[src/rtl/stopwatch_ctrl_if.sv]
// Control/status bundle between the stopwatch controller, the front panel and the BCD datapath.
// The master side is the controller; the slave side is the panel plus datapath.
interface stopwatch_ctrl_if;
  logic        btn_startstop;
  logic        btn_clear;
  logic        btn_mode;
  logic [11:0] preset_bcd;
  logic        count_zero;
  logic        count_en;
  logic        count_down;
  logic        clear;
  logic        load;
  logic [11:0] load_value;
  logic [1:0]  state;
  logic        expired;

  modport master (
    input  btn_startstop,
    input  btn_clear,
    input  btn_mode,
    input  preset_bcd,
    input  count_zero,
    output count_en,
    output count_down,
    output clear,
    output load,
    output load_value,
    output state,
    output expired
  );

  modport slave (
    output btn_startstop,
    output btn_clear,
    output btn_mode,
    output preset_bcd,
    output count_zero,
    input  count_en,
    input  count_down,
    input  clear,
    input  load,
    input  load_value,
    input  state,
    input  expired
  );
endinterface

[src/rtl/stopwatch_ctrl.sv]
// Stopwatch control FSM: button sync/edge detect, run/pause/countdown/expiry sequencing and
// tenth-second tick generation for the BCD datapath.
module stopwatch_ctrl #(
  parameter int unsigned TICK_DIV = 10000000,
  parameter int unsigned PRE_W    = 24
) (
  input logic              clk,
  input logic              reset,
  stopwatch_ctrl_if.master bus
);

  typedef enum logic [1:0] {
    StIdle    = 2'd0,
    StRun     = 2'd1,
    StPause   = 2'd2,
    StExpired = 2'd3
  } state_e;

  localparam logic [PRE_W-1:0] PreLast = PRE_W'(TICK_DIV - 1);

  // Button order in the vectors below: {mode, clear, startstop}
  logic [2:0] btn_raw;
  logic [2:0] sync1_q, sync2_q, hist_q, press_q;
  logic [1:0] fill_q;
  logic       ss_p, clr_p, mode_p;

  assign btn_raw = {bus.btn_mode, bus.btn_clear, bus.btn_startstop};

  // History holds at 1 until the synchronizer has refilled after reset, so a button held
  // through reset never looks like a fresh rising edge.
  always_ff @(posedge clk or negedge reset) begin
    if (!reset) begin
      sync1_q <= '0;
      sync2_q <= '0;
      hist_q  <= '1;
      press_q <= '0;
      fill_q  <= '0;
    end else begin
      sync1_q <= btn_raw;
      sync2_q <= sync1_q;
      press_q <= sync2_q & ~hist_q;
      if (fill_q != 2'd2) begin
        fill_q <= fill_q + 2'd1;
      end else begin
        hist_q <= sync2_q;
      end
    end
  end

  assign ss_p   = press_q[0];
  assign clr_p  = press_q[1];
  assign mode_p = press_q[2];

  state_e           state_q;
  logic             count_down_q;
  logic             count_en_q;
  logic             clear_q;
  logic             load_q;
  logic             expired_q;
  logic [11:0]      load_value_q;
  logic [PRE_W-1:0] pre_q;

  always_ff @(posedge clk or negedge reset) begin
    if (!reset) begin
      state_q      <= StIdle;
      count_down_q <= 1'b0;
      count_en_q   <= 1'b0;
      clear_q      <= 1'b0;
      load_q       <= 1'b0;
      expired_q    <= 1'b0;
      load_value_q <= '0;
      pre_q        <= '0;
    end else begin
      count_en_q <= 1'b0;
      clear_q    <= 1'b0;
      load_q     <= 1'b0;
      case (state_q)
        StIdle: begin
          if (clr_p) begin
            clear_q <= 1'b1;
          end else if (ss_p) begin
            if (!count_down_q) begin
              state_q <= StRun;
              pre_q   <= '0;
            end else if (bus.preset_bcd != 12'h000) begin
              load_q       <= 1'b1;
              load_value_q <= bus.preset_bcd;
              state_q      <= StRun;
              pre_q        <= '0;
            end
          end else if (mode_p) begin
            count_down_q <= ~count_down_q;
          end
        end
        StRun: begin
          if (clr_p) begin
            clear_q <= 1'b1;
            state_q <= StIdle;
            pre_q   <= '0;
          // count_zero still reflects the pre-load count while the load strobe is in flight.
          end else if (count_down_q && bus.count_zero && !load_q) begin
            state_q   <= StExpired;
            expired_q <= 1'b1;
          end else if (ss_p) begin
            state_q <= StPause;
          end else if (pre_q == PreLast) begin
            count_en_q <= 1'b1;
            pre_q      <= '0;
          end else begin
            pre_q <= pre_q + PRE_W'(1);
          end
        end
        StPause: begin
          if (clr_p) begin
            clear_q <= 1'b1;
            state_q <= StIdle;
            pre_q   <= '0;
          end else if (ss_p) begin
            state_q <= StRun;
          end
        end
        StExpired: begin
          if (clr_p || ss_p) begin
            clear_q   <= 1'b1;
            expired_q <= 1'b0;
            state_q   <= StIdle;
            pre_q     <= '0;
          end
        end
        default: state_q <= StIdle;
      endcase
    end
  end

  assign bus.count_en   = count_en_q;
  assign bus.count_down = count_down_q;
  assign bus.clear      = clear_q;
  assign bus.load       = load_q;
  assign bus.load_value = load_value_q;
  assign bus.state      = state_q;
  assign bus.expired    = expired_q;

`ifndef SYNTHESIS
  a_load_clear_excl: assert property (@(posedge clk) disable iff (!reset)
    !(load_q && clear_q));
  a_expired_state: assert property (@(posedge clk) disable iff (!reset)
    expired_q == (state_q == StExpired));
  a_en_only_run: assert property (@(posedge clk) disable iff (!reset)
    count_en_q |-> state_q == StRun);
  a_down_stable: assert property (@(posedge clk) disable iff (!reset)
    state_q != StIdle |=> $stable(count_down_q));
`endif

endmodule
[src/flat_wrapper.sv]
// flat-port wrapper written by rule: the top's interface ports become plain ports
module stopwatch_ctrl_flat 
#(
  parameter int unsigned TICK_DIV = 10000000,
  parameter int unsigned PRE_W    = 24
)
  (clk, reset, bus_btn_startstop, bus_btn_clear, bus_btn_mode, bus_preset_bcd, bus_count_zero, bus_count_en, bus_count_down, bus_clear, bus_load, bus_load_value, bus_state, bus_expired);
  stopwatch_ctrl_if bus_i ();
  input logic clk;
  input logic reset;
  input wire logic [$bits(bus_i.btn_startstop)-1:0] bus_btn_startstop;
  input wire logic [$bits(bus_i.btn_clear)-1:0] bus_btn_clear;
  input wire logic [$bits(bus_i.btn_mode)-1:0] bus_btn_mode;
  input wire logic [$bits(bus_i.preset_bcd)-1:0] bus_preset_bcd;
  input wire logic [$bits(bus_i.count_zero)-1:0] bus_count_zero;
  output wire logic [$bits(bus_i.count_en)-1:0] bus_count_en;
  output wire logic [$bits(bus_i.count_down)-1:0] bus_count_down;
  output wire logic [$bits(bus_i.clear)-1:0] bus_clear;
  output wire logic [$bits(bus_i.load)-1:0] bus_load;
  output wire logic [$bits(bus_i.load_value)-1:0] bus_load_value;
  output wire logic [$bits(bus_i.state)-1:0] bus_state;
  output wire logic [$bits(bus_i.expired)-1:0] bus_expired;
  assign bus_i.btn_startstop = bus_btn_startstop;
  assign bus_i.btn_clear = bus_btn_clear;
  assign bus_i.btn_mode = bus_btn_mode;
  assign bus_i.preset_bcd = bus_preset_bcd;
  assign bus_i.count_zero = bus_count_zero;
  assign bus_count_en = bus_i.count_en;
  assign bus_count_down = bus_i.count_down;
  assign bus_clear = bus_i.clear;
  assign bus_load = bus_i.load;
  assign bus_load_value = bus_i.load_value;
  assign bus_state = bus_i.state;
  assign bus_expired = bus_i.expired;
  stopwatch_ctrl #(.TICK_DIV(TICK_DIV), .PRE_W(PRE_W)) u_core (.clk(clk), .reset(reset), .bus(bus_i));
endmodule
[config.mk]
export PLATFORM = sky130hd
export DESIGN_NAME = stopwatch_ctrl_flat
export DESIGN_NICKNAME = d
export VERILOG_FILES = /design/src/rtl/stopwatch_ctrl_if.sv /design/src/rtl/stopwatch_ctrl.sv /design/src/flat_wrapper.sv
export SDC_FILE = /design/constraint.sdc
export NUM_CORES = 1
export LEC_CHECK = 0
export CAP_MARGIN = 5
export CORE_MARGIN = 5
export CORE_UTILIZATION = 40
export CTS_CLUSTER_SIZE = 30
export DETAILED_ROUTE_END_ITERATION = 16
export PLACE_DENSITY = 0.59
export SLEW_MARGIN = 20
export SYNTH_ARGS = -nofsm -noshare
export SYNTH_HDL_FRONTEND = slang
export SYNTH_SLANG_ARGS = --single-unit
[constraint.sdc]
create_clock -name clk -period 3 [get_ports clk]
set_input_delay 0.9 -clock clk [delete_from_list [all_inputs] [get_ports clk]]
set_output_delay 0.9 -clock clk [all_outputs]
set_load 0.03 [all_outputs]
After elaboration in Yosys (flattened, before gate mapping):

Cells that the tools add are included.

* add/subtract/negate cells: 2
* reductions and logical operators: 13
* bitwise operators: 5
* equality and inequality tests: 16
* mux-type cells: 39

Operators by type and width (number)
* 24-bit two-way mux: 10
* 24-bit one-hot mux with 4 select lines: 1
* 24-bit by 1-bit adder with 24-bit output (second input constant): 1
* 24-bit equality test (second input constant): 1
* 2-bit two-way mux: 10
* 1-bit two-way mux: 15
* 12-bit nonzero test: 1
* 2-bit by 1-bit inequality test with 1-bit output (second input constant): 4
* 2-bit one-hot mux with 4 select lines: 1
* 4-bit AND reduction: 2
* 7-bit AND reduction: 1
* 2-bit inequality test (second input constant): 3
* 3-bit by 2-bit inequality test with 1-bit output (second input constant): 2
* 6-bit AND reduction: 1
* 5-bit AND reduction: 1
* 2-bit equality test (second input constant): 2
* 4-bit by 1-bit inequality test with 1-bit output (second input constant): 1
* 1-bit one-hot mux with 2 select lines: 2
* 3-bit AND: 1
* 3-bit by 1-bit inequality test with 1-bit output (second input constant): 1
* 3-bit inequality test (second input constant): 1
* 1-bit inverter: 3
* 3-bit inverter: 1
* 3-bit OR reduction: 1
* other kinds (7): 8

* output and inout bits: 19
* register bits: 57
* input port bits: 18
* word-level logic and storage cells: 88

Longest topological paths before layout:

Gate-level depths: netlist of the first run.

* word-level depth: 6
* mapped depth: 8

Worst setup path after synthesis of the first run:

OpenSTA, ideal clock, no wires.

* kind: in2reg
* start point: input bus_preset_bcd[9]
* end point: register u_core.load_value_q[10] (netlist: u_core.bus.load_value[10])
* data arrival time: 2.207 ns
* cell stages on the path: 5
* path slack: 0.668 ns
* buffers on the path: 1
* cell sequence: nor4_1 -> nand3_1 -> nand4_1 -> clkbuf_1 -> mux2_2

* cells in the longest elaborated chain, start to end: 2

Ends and longest elaborated chain
* from (decl): line flat_wrapper.sv:14 `input wire logic [$bits(bus_i.preset_bcd)-1:0] bus_preset_bcd;`
* 12-bit nonzero test: line stopwatch_ctrl.sv:85 `end else if (bus.preset_bcd != 12'h000) begin`
* 5-bit AND reduction (no source line)
* to (signal assigned): line stopwatch_ctrl.sv:87 `load_value_q <= bus.preset_bcd;`
* to (decl): line stopwatch_ctrl.sv:60 `logic [11:0] load_value_q;`

Every way passes these cells.
A chain may end at the register's enable or synchronous reset.

Worst setup path after layout of the first run:

* start point: input bus_preset_bcd[5]
* end point: register u_core.pre_q[11]

* cells in the longest elaborated chain, start to end: 3

Ends and longest elaborated chain
* 12-bit nonzero test: line stopwatch_ctrl.sv:85
* 3-bit inequality test (no source line)
* 7-bit AND reduction (no source line)
* to (signal assigned): line stopwatch_ctrl.sv:110 `pre_q <= pre_q + PRE_W'(1);`
* to (decl): line stopwatch_ctrl.sv:61 `logic [PRE_W-1:0] pre_q;`

Every way passes these cells.

==> results.cfg, run 1 <==
[yosys]
synth_flop_cell = dfrtp_1
ys_types = 46
yosysWarnings = 0
synth-edff-count = 0
syn_nets = 291
synthCells = 271
synth_async_sr_flop_share_pct = 100
syn_area_per_cell_um2 = 10.5
ys_seq_area_share_pct = 50.4
yosys_register_bits = 57
syn_area_um2 = 2840

[worst_setup_path]
worstSetupStartpointType = input pin
critical_path_class = in2reg
path_cells = clkdlybuf4s50_1 > nor4_1 > nand4_1 > and3_1 > o2111ai_1 > o21ai_1
crit_required_ns = 3.21
endpoint_kind = register
critPathMaxStageDelay_ns = 0.45
cp_max_fo = 13
critPathSlowestCell = nor4_1
arrival_ns = 2.75

[global_routing]
antenna_found_initial = 0
grt_usage_pct = 16.1
grt_max_degree = 32
grt-ovfl-total = 0
grt_pass1_vias = 2289
grt_pass1_wl_um = 11200

[place]
dp_slack_ns = 0.103
place_hpwl_um = 4360
portBuffers = 36
place_congestion = 0.855

[clock_network]
clockBufferDepth = 2
ctsResizeCount = 0
cts_setup_buffers = 0
cts_tree = yes
cts.clk_slew.worst_paths_ns = 0.07
root_buffer = clkbuf_8
cts_buffers = 9
htree_levels = 3
hold_buffers = 0
clk_latency_ns = 0.33
clock-sinks = 57

[cells_and_area]
layout.nets = 331
antenna_cells = 0
drive_gt1_share_pct = 14.2
syn_to_final_growth_pct = 22.8

[die]
core_area_um2 = 6830
die_y_um = 94.2
die_width_um = 94.2
die_area_um2 = 8870
fp-row-count = 30
io_pins = 37
initial_utilization_pct = 41.5

[power]
ir_drop_uv = 281
cellLeakagePower_nw = 1.39
power.density_nw_per_um2 = 678

[timing]
period_share_pct = 84.5
tns_ns = 0
maxSlewHeadroom_pct = 51.4
setup_viol = 0
skew_ns = 0.00655
rsz0062_at_grt = no
hold_viol = 0
period_needed_ns = 2.53
clock.fmax_mhz = 394
tightestPinTransition_ns = 0.722
setup_ws_ns = 0.465
final_max_slew_viol_count = 0

[routing]
ant_nets = 0
wire_per_inst_um = 15.6
drcViolationCount = 0
drtIter0Drc = 140
num_vias = 2301
vias_per_cell = 5.58
dr.pass1.iters = 7
totalWireLength_um = 6430

[worst_hold_path]
hold_class = reg2reg

[run_status]
run_status = finished clean

[run]
maxCapViolCount = 0
-- per-layer routing --
| layer | track usage (%) | share of wire, % | vias up |
|---|---|---|---|
| met5 | 0 | 0 | - |
| met4 | 4.21 | 0.33 | 0 |
| met3 | 5.77 | 6.2 | 2 |
| met2 | 24.1 | 46 | 74 |
| met1 | 22.2 | 47 | 1121 |
| li1 | - | - | 1104 |
-- metrics by stage --
step / cells / total power, W / utilization [%] / hold slack (ns) / instance area [um^2]
final: 412 / 0.00236 / 51.0 / 0.347 / 3480
after detailed placement: 396 / 0.00177 / 48.5 / 0.335 / 3320
after floorplan: 271 / 0.00146 / - / 0.331 / 2840
after global placement: 396 / 0.00176 / 48.5 / 0.332 / 3320
after CTS: 412 / 0.00239 / 51.0 / 0.349 / 3480
after global routing: 412 / 0.00250 / 51.0 / 0.355 / 3480
-- kinds of logic (layout without fill, tap and decap cells) --
family,after synthesis,in the layout,share of synthesized area [%]
xor+xnor,2,2,0.618
buf+inv,33,78,5.21
flops,57,57,50.4
fa+ha+maj,2,2,0.882
compound gates,74,74,20.0
mux,15,15,5.96
simple gates,88,88,16.9
-- cell usage after synthesis (all sizes together), types with 3 or more instances --
cell / number / area [um^2]
a2111oi: 8 / 70.1
a21o: 3 / 22.5
a21oi: 3 / 18.8
a22o: 5 / 43.8
a22oi: 12 / 90.1
buf: 4 / 38.8
clkbuf: 11 / 41.3
dfrtp: 54 / 1350
dfstp: 3 / 78.8
inv: 18 / 67.6
mux2: 15 / 169
nand2: 12 / 45.0
nand3: 16 / 80.1
nand4: 9 / 56.3
nor2: 14 / 52.6
nor2b: 7 / 43.8
nor3: 7 / 35.0
nor4: 9 / 56.3
o2111ai: 4 / 35.0
o21ai: 12 / 71.3
o21bai: 5 / 37.5
o22ai: 8 / 50.1
o2bb2ai: 4 / 35.0
-- layout by cell type (no fill, tap or decap), drive strengths merged, types with 3 or more instances in the layout --
| master | synthesis | layout |
|---|---|---|
| a22oi | 12 | 12 |
| o21ai | 12 | 12 |
| clkbuf | 11 | 12 |
| o2111ai | 4 | 4 |
| nor3 | 7 | 7 |
| dfstp | 3 | 3 |
| o2bb2ai | 4 | 4 |
| clkdlybuf4s50 | 0 | 35 |
| a22o | 5 | 5 |
| nand3 | 16 | 16 |
| a21o | 3 | 3 |
| inv | 18 | 18 |
| dfrtp | 54 | 54 |
| nor2 | 14 | 14 |
| o21bai | 5 | 5 |
| nor2b | 7 | 7 |
| mux2 | 15 | 15 |
| o22ai | 8 | 8 |
| nand4 | 9 | 9 |
| clkinv | 0 | 4 |
| buf | 4 | 9 |
| a2111oi | 8 | 8 |
| a21oi | 3 | 3 |
| nor4 | 9 | 9 |
| nand2 | 12 | 12 |
-- report_power, final --
part	switching [W]	internal [W]	total, W
clock	0.000292	0.000317	0.000609
combinational	0.000439	0.000349	0.000789
sequential	0.0000784	0.000883	0.000962
total	0.000810	0.00155	0.00236
-- final cells by class --
class                   count  area (um^2)
multi-input cells         181         1260
flip-flops and latches     57         1430
clock buffers              12          145
well taps                  96          120
inverters                  18         67.6
fillers                   651         3350
clock inverters             4         20.0
repair buffers             44          440
-- worst max-delay path, delay by kind of cell --
family          cells  cell delay [ns]
simple gates        3             1.07
buf+inv             1             0.42
compound gates      2             0.36
-- state kept, by name, summed over array words and instances (netlist names), 2 cells and up --
signal                 flops
u_core.bus.state           2
u_core.hist_q              3
u_core.bus.load_value     12
u_core.press_q             3
u_core.fill_q              2
u_core.pre_q              24
u_core.sync2_q             3
u_core.sync1_q             3
-- path summary, 6_finish.rpt --
| check | startpoint | to | slack, ns | depth (start not counted) |
|---|---|---|---|---|
| setup reg to reg | u_core.pre_q[0] | u_core.pre_q[1] | 0.55 | 6 |
| max in group asynchronous | reset | u_core.pre_q[12] | 1.83 | 2 |
| min in group asynchronous | reset | u_core.pre_q[1] | 0.59 | 1 |
| setup / recovery | bus_preset_bcd[5] | u_core.pre_q[11] | 0.47 | 6 |
| hold / removal | u_core.sync1_q[0] | u_core.sync2_q[0] | 0.35 | 0 |
| hold reg to reg | u_core.sync1_q[0] | u_core.sync2_q[0] | 0.35 | 0 |
Power figures use the tool's default switching activity.
==> run 2, diff against run 1 <==
- clock period: 3 -> 2.6 ns (I/O delays scaled with it)
==> run 2 against run 1 <==
Compared with the run above: worst hold slack improved by 0.0022 ns; core utilization rose by 1.8 points; global-route usage rose by 0.28 points; worst setup slack got worse by 0.31 ns; power rose by 25%; clock skew rose by 0.0026 ns; design area rose by 3.5%; combinational power rose by 20%; non-clock buffer count rose by 6; via count rose by 0.56%.
==> results.cfg, run 2 (synthesized netlist as in run 1, its figures left out) <==
[power]
power.density_nw_per_um2 = 816
ir_drop_uv = 362
cellLeakagePower_nw = 1.45

[clock_network]
cts.clk_slew.worst_paths_ns = 0.07
clock-sinks = 57
htree_levels = 3
clockBufferDepth = 2
root_buffer = clkbuf_8
cts_setup_buffers = 0
cts_buffers = 9
clk_latency_ns = 0.34
ctsResizeCount = 0
cts_tree = yes
hold_buffers = 0

[worst_setup_path]
startpoint = u_core.bus.state[0]
r2r_cells = 6
worstSetupStartpointType = register
endpoint_kind = output port
r2r_start = u_core.pre_q[0]
arrival_ns = 1.66
cp_max_fo = 13
path_delay_family = buffers and inverters
path_depth = 1
crit_buf_inv = 1
critPathSlowestCell = clkdlybuf4s50_1
crit_required_ns = 1.82
r2r_slack_ns = 0.25
critPathMaxStageDelay_ns = 0.75
critical_path_class = reg2out
path_cells = clkdlybuf4s50_1

[global_routing]
antenna_found_initial = 0
grt-ovfl-total = 0
grt_pass1_vias = 2217
grt_usage_pct = 16.4
grt_pass1_wl_um = 11200
grt_max_degree = 39

[cells_and_area]
fin_util_pct = 52.7
largest_reg_flops = 24
largest_register = u_core.pre_q
layout.nets = 337
layout_common_cells = dfrtp_1, clkdlybuf4s50_1, inv_1, nand3_1, mux2_2
syn_to_final_growth_pct = 27.0
fillCellCount = 670
final_cell_count_no_fill = 418
drive_gt1_share_pct = 16.5
antenna_cells = 0
mostFrequentLayoutCell = dfrtp_1

[timing]
clock.fmax_mhz = 409
maxSlewHeadroom_pct = 53.4
rsz0062_at_grt = no
skew_ns = 0.00912
hold_viol = 0
period_needed_ns = 2.44
final_max_slew_viol_count = 0
setup_viol = 0
period_share_pct = 94.0
whs_ns = 0.349
tightestPinTransition_ns = 0.699

[place]
portBuffers = 36
place_hpwl_um = 4560
dp_cells = 402
place_congestion = 0.893

[die]
die_y_um = 94.2
die_width_um = 94.2
io_pins = 37
core_area_um2 = 6830
fp-row-count = 30
initial_utilization_pct = 41.5
die_area_um2 = 8870

[worst_hold_path]
hold_depth = 0
hold_start = u_core.sync1_q[2]
hold_class = reg2reg

[routing]
totalWireLength_um = 6700
wire_per_inst_um = 16.0
num_vias = 2314
vias_per_cell = 5.54
drtIter0Drc = 140
dr.pass1.iters = 4
ant_nets = 0
drcViolationCount = 0

[run]
maxCapViolCount = 0

[run_status]
run_status = finished clean
## run 2: worst paths after layout
check,to
min reg2reg,u_core.sync2_q[2]
min in group asynchronous,u_core.sync2_q[2]
max in group asynchronous,u_core.pre_q[13]
max,bus_state[0]
max reg2reg,u_core.pre_q[1]
min,u_core.sync2_q[2]
## run 2: report_power, final
group          switching, W  internal (W)
Combinational      0.000514      0.000430
Clock              0.000383      0.000499
Sequential        0.0000943       0.00102
Total              0.000991       0.00195
## run 2: metal layers
layer,vias to the layer above,track usage [%],share of wire (%)
met3,10,4.73,5.9
met5,-,0,0
met4,0,6.86,1.8
met1,1110,22.6,47
li1,1122,-,-
met2,72,23.9,45
## run 2: metrics by stage
step	TNS (ns)	setup WS [ns]	total power, W	cell area [um^2]
floorplan	0	0.388	0.00168	2840
global placement	-1.21	-0.118	0.00206	3390
CTS	0	0.145	0.00297	3600
detailed placement	-1.46	-0.135	0.00208	3390
finish	0	0.157	0.00294	3600
global route	0	0.0814	0.00308	3600
## run 2: area by class of cell
| class | instances | area, um^2 | share of cell area, % |
|---|---|---|---|
| flip-flops and latches | 57 | 1430 | 39.7 |
| multi-input cells | 181 | 1260 | 34.9 |
| repair buffers | 50 | 510 | 14.2 |
| clock inverters | 5 | 63.8 | 1.77 |
| clock buffers | 11 | 151 | 4.20 |
| inverters | 18 | 67.6 | 1.88 |
| well taps | 96 | 120 | 3.34 |
==> patch, RTL diff (settings of run 2) <==
`PRE_W` is set to 24 in 2 places; all go to 32.
--- a/src/rtl/stopwatch_ctrl.sv
+++ b/src/rtl/stopwatch_ctrl.sv
@@ -2,7 +2,7 @@
 // tenth-second tick generation for the BCD datapath.
 module stopwatch_ctrl #(
   parameter int unsigned TICK_DIV = 10000000,
-  parameter int unsigned PRE_W    = 24
+  parameter int unsigned PRE_W    = 32
 ) (
   input logic              clk,
   input logic              reset,
--- a/src/flat_wrapper.sv
+++ b/src/flat_wrapper.sv
@@ -2,7 +2,7 @@
 module stopwatch_ctrl_flat 
 #(
   parameter int unsigned TICK_DIV = 10000000,
-  parameter int unsigned PRE_W    = 24
+  parameter int unsigned PRE_W    = 32
 )
   (clk, reset, bus_btn_startstop, bus_btn_clear, bus_btn_mode, bus_preset_bcd, bus_count_zero, bus_count_en, bus_count_down, bus_clear, bus_load, bus_load_value, bus_state, bus_expired);
   stopwatch_ctrl_if bus_i ();
Behaviour: no difference found for any inputs over 10 cycles, from zero or initial values and one cycle with reset low; that may be too few to reach the edited logic, so the function may still have changed.
==> patch against run 2 <==
  * Synthesized area is 18% higher
  * Wire length increased by 18%
  * Combinational power is 3.0% higher
  * Hold slack better by 0.0043 ns
  * Critical path depth did not move
  * Total power grew 2.9%
  * Design area rose by 15%
  * Sequential cell count up 8
  * Worst setup slack worse by 0.027 ns
  * Sequential share of layout area decreased by 0.46 points
  * Critical path type unchanged
==> patch: results (changes against run 2) <==
min_path:
  worst_hold_path_type: "reg -> reg"
  hold_path_startpoint: "u_core.sync1_q[0]"
  hold_path_depth: 0  # unchanged
grt:
  grt_pass1_wl_um: 13500  # +20%
  grt_pass1_vias: 2620  # +18%
  gr-usage-all-layers_pct: 16.7  # +0.32 points
  maximum_number_of_pins_on_one_net_before_global_route_repair: 66  # +69%
clock_tree:
  post_cts_buffers: 0  # unchanged
  clockBufferDepth: 2  # unchanged
  clock-root-buffer: "clkbuf_8"
  cts.htree.levels: 3  # unchanged
  clk-insertion-delay-late_ns: 0.36  # +0.02 ns
  ctsResizeCount: 0  # unchanged
sta:
  timing_hold_violations_final: 0  # unchanged
  tightest_slew_ns: 0.894  # +0.195 ns
  fin_skew_ns: 0.0101  # +0.000949 ns
power:
  switching_part_of_the_total_pct: 34.7  # +0.99 points
  leakage_nw: 1.78  # +23%
  power.density_mw_per_mm2: 728  # -11%
  worst_ir_drop_vdd_mv: 0.325  # -10%
setup_path:
  arrival_ns: 1.69  # +0.03 ns
  crit_path_max_incr_delay_ns: 0.76
  worst_path_cell_with_the_longest_stage_delay: "clkdlybuf4s50_1"
  timing.rr.start: "u_core.pre_q[8]"
  worstPathMaxFanout: 13  # unchanged
  startpoint: "u_core.bus.state[0]"
  worst_r2r_path_depth: 6  # unchanged
layout:
  largest_register_ffs: 32  # +33%
  nets: 393  # +17%
  num_antenna_cells: 0  # unchanged
  fillers: 756  # +13%
  post_route_cells_drive_above_1_share_pct: 23.0  # +6.6 points
status:
  run_status: "complete, no violations"
synth:
  asyncSetResetFlopFracSynth_pct: 100  # unchanged
  ys.warnings.count: 0  # unchanged
  synthDistinctLibCells: 53  # +15%
  synth.area.top_cells: "dfrtp_1, a22o_1, mux2_2"
  syn-num-nets: 336  # +15%
  synth-seq-area-share_pct: 48.7  # -1.7 points
  synth_common_cells: "dfrtp_1, nor2_1, a22o_1, nand2_1, mux2_2"
placed_design:
  final_replace_weighted_congestion: 0.873  # -2.3%
  detailed_place_hpwl_um: 5490  # +20%
  numPortBuffers: 36  # unchanged
routing:
  detail_route.iter0.violations: 116  # -17%
  detailed_route_vias_per_instance: 5.67  # +2.4%
  routed_wirelength_um: 7870  # +18%
[patch: cell count changes after synthesis, sizes merged, moves of 6 or more]
cell     delta
a2111oi     -8
a221o      +10
a22o       +16
a22oi       -9
and3       +10
dfrtp       +8
inv        -10
nand2       +7
nor2       +14
o21ai       -6
[patch: cell families (layout without fill, tap and decap cells)]
logic type                 count (synthesis)  after routing  share of synthesized area, %
buffers and inverters                     25             87                          3.77
muxes                                     16             16                          5.38
xor gates and xnor gates                   2              2                         0.523
AOI/OAI and AO/OA                         68             68                          16.6
and+or+nand+nor                          138            138                          24.3
adders and majority gates                  2              2                         0.747
DFF                                       65             65                          48.7
[patch: stage by stage]
stage	instance area (um^2)	hold WS [ns]	setup TNS (ns)	cells	worst slack [ns]
2_1_floorplan	3350	0.331	0	316	0.287
4_1_cts	4150	0.355	0	483	0.125
3_3_place_gp	3970	0.333	-3.14	467	-0.180
3_5_place_dp	3970	0.335	-2.10	467	-0.133
5_1_grt	4150	0.367	0	483	0.0534
6_report	4150	0.353	0	483	0.130
[patch: layout make-up]
cell class	count	area share, %
inverters	8	0.723
clock inverters	6	1.18
flip-flops and latches	65	39.3
repair buffers	63	14.0
well taps	105	3.16
clock buffers	10	3.31
multi-input cells	226	38.3
[patch: path summary, 6_finish.rpt]
| check | slack (ns) | to |
|---|---|---|
| min reg2reg | 0.35 | u_core.sync2_q[0] |
| min | 0.35 | u_core.sync2_q[0] |
| min in group asynchronous | 0.43 | u_core.fill_q[0] |
| max | 0.13 | bus_state[0] |
| max in group asynchronous | 1.86 | u_core.hist_q[1] |
| max reg2reg | 0.24 | u_core.pre_q[3] |
[patch: power groups by stage]
stage                     registers (mW)  logic (mW)  clock network [mW]
after floorplan                     1.45       0.355                   0
after global placement              1.25       0.973                   0
after detailed placement            1.25       0.981                   0
after CTS                           1.23       0.986               0.844
after global routing                1.26        1.05               0.886
final                               1.23       0.972               0.821
[patch: routing by layer]
layer | track usage (%) | wire length [um] | vias to the layer above
met5 | 0 | 0 | -
met4 | 6.13 | 157 | 0
met3 | 4.06 | 347 | 12
met2 | 25.4 | 3680 | 49
met1 | 23.3 | 3680 | 1347
li1 | - | - | 1329
